[src/rtl/pcpi_cmd_master.sv]
`default_nettype none
// ============================================================================
// Module   : pcpi_cmd_master
// Function : PCPI initiator; issues a streamed command to a coprocessor and
//            returns its result (or a timeout error) on a response stream.
// Revision : 1.0 - initial release
// ============================================================================
module pcpi_cmd_master #(
  parameter int DATA_WIDTH = 32,
  parameter int TIMEOUT    = 16
) (
  input  logic                  clk,
  input  logic                  reset,
  input  logic                  cmd_valid,
  output logic                  cmd_ready,
  input  logic [31:0]           cmd_insn,
  input  logic [DATA_WIDTH-1:0] cmd_rs1,
  input  logic [DATA_WIDTH-1:0] cmd_rs2,
  output logic                  pcpi_valid,
  output logic [31:0]           pcpi_insn,
  output logic [DATA_WIDTH-1:0] pcpi_rs1,
  output logic [DATA_WIDTH-1:0] pcpi_rs2,
  input  logic                  pcpi_wr,
  input  logic [DATA_WIDTH-1:0] pcpi_rd,
  input  logic                  pcpi_wait,
  input  logic                  pcpi_ready,
  output logic                  rsp_valid,
  input  logic                  rsp_ready,
  output logic [DATA_WIDTH-1:0] rsp_rd,
  output logic                  rsp_wr,
  output logic                  rsp_err,
  output logic                  busy
);

  localparam int                 c_TIMER_W    = $clog2(TIMEOUT) + 1;
  localparam logic [c_TIMER_W-1:0] c_TIMER_LAST = c_TIMER_W'(TIMEOUT - 1);

  typedef enum logic [1:0] {
    S_IDLE  = 2'd0,
    S_ISSUE = 2'd1,
    S_RESP  = 2'd2
  } state_t;

  state_t                  r_state, w_state_nxt;
  logic [c_TIMER_W-1:0]    r_timer, w_timer_nxt;
  logic                    r_cmd_ready, w_cmd_ready_nxt;
  logic                    r_pcpi_valid, w_pcpi_valid_nxt;
  logic [31:0]             r_pcpi_insn, w_pcpi_insn_nxt;
  logic [DATA_WIDTH-1:0]   r_pcpi_rs1, w_pcpi_rs1_nxt;
  logic [DATA_WIDTH-1:0]   r_pcpi_rs2, w_pcpi_rs2_nxt;
  logic                    r_rsp_valid, w_rsp_valid_nxt;
  logic [DATA_WIDTH-1:0]   r_rsp_rd, w_rsp_rd_nxt;
  logic                    r_rsp_wr, w_rsp_wr_nxt;
  logic                    r_rsp_err, w_rsp_err_nxt;

  always_ff @(posedge clk or posedge reset) begin
    if (reset) begin
      r_state      <= S_IDLE;
      r_timer      <= '0;
      r_cmd_ready  <= 1'b0;
      r_pcpi_valid <= 1'b0;
      r_pcpi_insn  <= '0;
      r_pcpi_rs1   <= '0;
      r_pcpi_rs2   <= '0;
      r_rsp_valid  <= 1'b0;
      r_rsp_rd     <= '0;
      r_rsp_wr     <= 1'b0;
      r_rsp_err    <= 1'b0;
    end else begin
      r_state      <= w_state_nxt;
      r_timer      <= w_timer_nxt;
      r_cmd_ready  <= w_cmd_ready_nxt;
      r_pcpi_valid <= w_pcpi_valid_nxt;
      r_pcpi_insn  <= w_pcpi_insn_nxt;
      r_pcpi_rs1   <= w_pcpi_rs1_nxt;
      r_pcpi_rs2   <= w_pcpi_rs2_nxt;
      r_rsp_valid  <= w_rsp_valid_nxt;
      r_rsp_rd     <= w_rsp_rd_nxt;
      r_rsp_wr     <= w_rsp_wr_nxt;
      r_rsp_err    <= w_rsp_err_nxt;
    end
  end

  always_comb begin
    w_state_nxt      = r_state;
    w_timer_nxt      = r_timer;
    w_cmd_ready_nxt  = r_cmd_ready;
    w_pcpi_valid_nxt = r_pcpi_valid;
    w_pcpi_insn_nxt  = r_pcpi_insn;
    w_pcpi_rs1_nxt   = r_pcpi_rs1;
    w_pcpi_rs2_nxt   = r_pcpi_rs2;
    w_rsp_valid_nxt  = r_rsp_valid;
    w_rsp_rd_nxt     = r_rsp_rd;
    w_rsp_wr_nxt     = r_rsp_wr;
    w_rsp_err_nxt    = r_rsp_err;

    case (r_state)
      S_IDLE: begin
        // cmd_ready comes up on the first edge after reset release
        w_cmd_ready_nxt = 1'b1;
        if (cmd_valid && r_cmd_ready) begin
          w_pcpi_insn_nxt  = cmd_insn;
          w_pcpi_rs1_nxt   = cmd_rs1;
          w_pcpi_rs2_nxt   = cmd_rs2;
          w_timer_nxt      = '0;
          w_cmd_ready_nxt  = 1'b0;
          w_pcpi_valid_nxt = 1'b1;
          w_state_nxt      = S_ISSUE;
        end
      end

      S_ISSUE: begin
        // completion outranks both wait and an expiring timer
        if (pcpi_ready) begin
          w_rsp_rd_nxt     = pcpi_rd;
          w_rsp_wr_nxt     = pcpi_wr;
          w_rsp_err_nxt    = 1'b0;
          w_pcpi_valid_nxt = 1'b0;
          w_rsp_valid_nxt  = 1'b1;
          w_state_nxt      = S_RESP;
        end else if (pcpi_wait) begin
          w_timer_nxt = '0;
        end else if (r_timer == c_TIMER_LAST) begin
          w_rsp_rd_nxt     = '0;
          w_rsp_wr_nxt     = 1'b0;
          w_rsp_err_nxt    = 1'b1;
          w_pcpi_valid_nxt = 1'b0;
          w_rsp_valid_nxt  = 1'b1;
          w_state_nxt      = S_RESP;
        end else if (!(&r_timer)) begin
          w_timer_nxt = r_timer + 1'b1;
        end
      end

      S_RESP: begin
        if (rsp_ready) begin
          w_rsp_valid_nxt = 1'b0;
          w_cmd_ready_nxt = 1'b1;
          w_state_nxt     = S_IDLE;
        end
      end

      default: begin
        w_state_nxt = S_IDLE;
      end
    endcase
  end

  assign cmd_ready  = r_cmd_ready;
  assign pcpi_valid = r_pcpi_valid;
  assign pcpi_insn  = r_pcpi_insn;
  assign pcpi_rs1   = r_pcpi_rs1;
  assign pcpi_rs2   = r_pcpi_rs2;
  assign rsp_valid  = r_rsp_valid;
  assign rsp_rd     = r_rsp_rd;
  assign rsp_wr     = r_rsp_wr;
  assign rsp_err    = r_rsp_err;
  assign busy       = (r_state != S_IDLE);

endmodule
`default_nettype wire

[config.mk]
export PLATFORM = sky130hd
export DESIGN_NAME = pcpi_cmd_master
export DESIGN_NICKNAME = d
export VERILOG_FILES = /design/src/rtl/pcpi_cmd_master.sv
export SDC_FILE = /design/constraint.sdc
export NUM_CORES = 1
export LEC_CHECK = 0
export ABC_AREA = 1
export CAP_MARGIN = 20
export CORE_MARGIN = 8
export CORE_UTILIZATION = 40
export CTS_BUF_LIST = sky130_fd_sc_hd__clkbuf_8
export DETAILED_ROUTE_END_ITERATION = 10
export MAX_ROUTING_LAYER = met4
export PLACE_DENSITY = 0.8
export RECOVER_POWER = 25
export SLEW_MARGIN = 20
export SYNTH_ARGS = -nofsm -noshare
export SYNTH_HDL_FRONTEND = slang
export SYNTH_SLANG_ARGS = --single-unit
export TNS_END_PERCENT = 50
[constraint.sdc]
create_clock -name clk -period 8 [get_ports clk]
set_input_delay 1.6 -clock clk [delete_from_list [all_inputs] [get_ports clk]]
set_output_delay 1.6 -clock clk [all_outputs]
set_load 0.005 [all_outputs]
==> results.md <==
- CTS tree: yes
- Power, Total: 3190 µW
- Max Cap Viol: 2
- Final Max Slew Viols: 111
- VDD IR max: 0.182 mV
- FP Rows: 42
- Path category of the worst min-delay check: reg2reg
- Fin crit period: 4450 ps
- Inserted Clock Buffers: 17
- WHS: 478 ps
- Area of the die: 17,700 µm²
- H-tree levels: 4
- Setup TNS: 0 ps
- Hpwl dp: 12,100 µm
- Cell count after placement: 1,046
- Number of synthesis warnings: 0
- Share of post-route cells with drive strength above 1: 4.22%
- Crit-path max FO: 71
- Failing checks: capacitance limit, slew limit
- CP required: 8440 ps
- Wire length per cell: 15.5 µm
- GRT Util Overall: 19.6%
- CP Buf/Inv Count: 3
- DIE HEIGHT: 133 µm
- PortBufs: 268
- Starting density of the core: 41.2%
- Mean Syn Cell Area: 8.76 µm²
- Min-delay src: pcpi_rs2[25]
- Startpoint types: input port
- Die span in x: 133 µm
- TritonRoute pass-1 iters: 5
- Sink Count: 140
- PD cells: 369 nW/µm²
- Final instance area: 8650 µm²
- # DRC: 0
- Cell chosen for the clock root: clkbuf_8
- Final setup viols: 0
- Initial drt markers: 266
- Gate Count Post-Synth: 625
- Largest net degree at the start of global routing: 74
- Number of fill cells: 1,107
- Commonest non-fill, non-tap cell in the layout: nand2_1
- Main combinational cell family by area after synthesis: simple AND/OR/NAND/NOR gates
- Placement Cell Area: 8250 µm²
- Final WL: 16,700 µm
- Most frequent cells in the layout: nand2_1 (413), clkdlybuf4s50_1 (265), dfrtp_1 (140)
- Fin. Hold Viols: 0
- Post-CTS sizing: 0
- Unique masters post-synth: 18
- Synth Area in Compound Gates: 0.457%
- Clock Path Buffers: 2
- Num ports: 269
- Layout Cells excl Fill: 1,077
- Vias: 4,911
- Delay-heaviest family, CP: buffers and inverters
- Cells along the critical path: dlygate4sd3_1 -> clkinvlp_2 -> buf_4
- Critical path's slowest cell: clkinvlp_2
- Overflow after GRT: 0
- Seq/Total Area, Yosys: 64.0%
- Core area: 13,300 µm²
- Antenna violations before repair: 0
- CP Launch Point: reset
- Post-Synth Adder-Cell Area: 0.685%
- Later-pin clock latency in the skew report: 430 ps
- Worst Tran Pin Value: 3100 ps
- Post-synthesis mux area share: 0%
- Period utilisation layout: 55.6%
- Ant. Diodes: 0
- Setup Fix Bufs, Post-CTS: 0
- Status: complete, but fails checks
- Global-route wire length before repair: 26,600 µm
- CP Capture Type: async pin
- Worst setup path class: in2async
- Post-synthesis xor/xnor area fraction: 0.160%
- Clock Skew: 9.10 ps
- Post-route ant nets: 0
- RD Place Congestion: 0.804
- Vias in the first global route: 5,118
- Crit path largest cell delay: 1750 ps
- Reg-to-reg startpoint: r_state[1]
- Post-synthesis net count: 763
- Synth-to-Final Area Change: 58.0%
- RSZ-0062 raised after global routing: false
- Slew Limit Headroom: -108%
- LEAKAGE: 0.00430 µW
- Fin nets: 1,027
- WP data arrival: 4890 ps
- Mapped Area: 5480 µm²
- CTS Hold Bufs: 0
- FMAX: 225 MHz
- Clock transition at path regs: 70 ps
- Post-synthesis register bit count: 140
- Post-Synth Simple-Gate Area: 30.6%
- Via density: 4.56
[metal layers]
metal | part of all wire [%] | vias up | track usage (%) | wire [µm]
li1 | - | 2405 | - | -
met1 | 43 | 2258 | 23.2 | 7150
met2 | 45 | 218 | 29.0 | 7530
met3 | 9.4 | 30 | 8.18 | 1560
met4 | 2.5 | 0 | 7.89 | 417
met5 | 0 | - | - | 0
[Yosys cell counts]
cell type,count,share of area [%]
nand2_1,413,28
dfrtp_1,140,64
inv_1,14,0.96
buf_2,11,1.0
nand3_1,9,0.82
buf_4,7,0.96
clkbuf_1,6,0.41
nor2_1,5,0.34
o21ai_0,4,0.37
buf_6,3,0.62
ha_1,3,0.69
nor2_4,3,0.62
inv_2,2,0.14
a21oi_1,1,0.091
and3_1,1,0.11
nand3_4,1,0.32
nand4_1,1,0.11
xor2_1,1,0.16
[per-stage QoR]
stage	worst slack, ps	util (%)
finish	3550	65.1
global route	2950	65.1
CTS	4450	65.2
detailed placement	3980	62.1
global placement	3990	62.1
floorplan	2650	-
[sequential cells by signal, indices dropped and copies added, names as in the netlist]
register and cells:
rsp_err 1, rsp_valid 1, pcpi_insn 32, r_state 2, pcpi_rs1 32, rsp_rd 32, rsp_wr 1, r_timer 5
pcpi_rs2 32, cmd_ready 1, pcpi_valid 1
[final cells by class]
| class | count | area [µm²] | area share (%) |
|---|---|---|---|
| flip-flops and latches | 140 | 3500 | 40.5 |
| clock buffers | 22 | 303 | 3.50 |
| repair buffers | 272 | 2710 | 31.3 |
| clock inverters | 9 | 118 | 1.36 |
| well taps | 176 | 220 | 2.55 |
| inverters | 16 | 61.3 | 0.709 |
| multi-input cells | 442 | 1740 | 20.1 |
[power by group]
part           total [µW]  internal [µW]  switching, µW
clock network         595            344            251
logic                1370            775            594
registers            1230           1040            189
[final timing paths]
kind	to	slack, ps	depth (start not counted)
max	pcpi_insn[16]	3550	3
min	pcpi_rs2[25]	480	2
max reg2reg	pcpi_rs2[28]	4760	6
min reg2reg	pcpi_rs2[25]	480	2
max in group clk	pcpi_rs2[28]	3710	6
min in group asynchronous	pcpi_rs1[1]	2520	2
[worst reg2reg max path, stage by stage (launching register included)]
cell,delay (ps)
dfrtp_1,460
nor2_4,130
nand3_1,740
inv_2,1130
buf_4,520
nand2_1,130
nand2_1,70
[cell families (layout without fill, tap and decap cells)]
family	count (synthesis)	after routing
AND/OR/NAND/NOR	433	433
adder cells (fa/ha/maj)	3	3
buffers and inverters	43	319
flip-flops	140	140
XOR/XNOR	1	1
AO/OA/AOI/OAI	5	5
No activity file was read; power rests on OpenSTA's default activity.
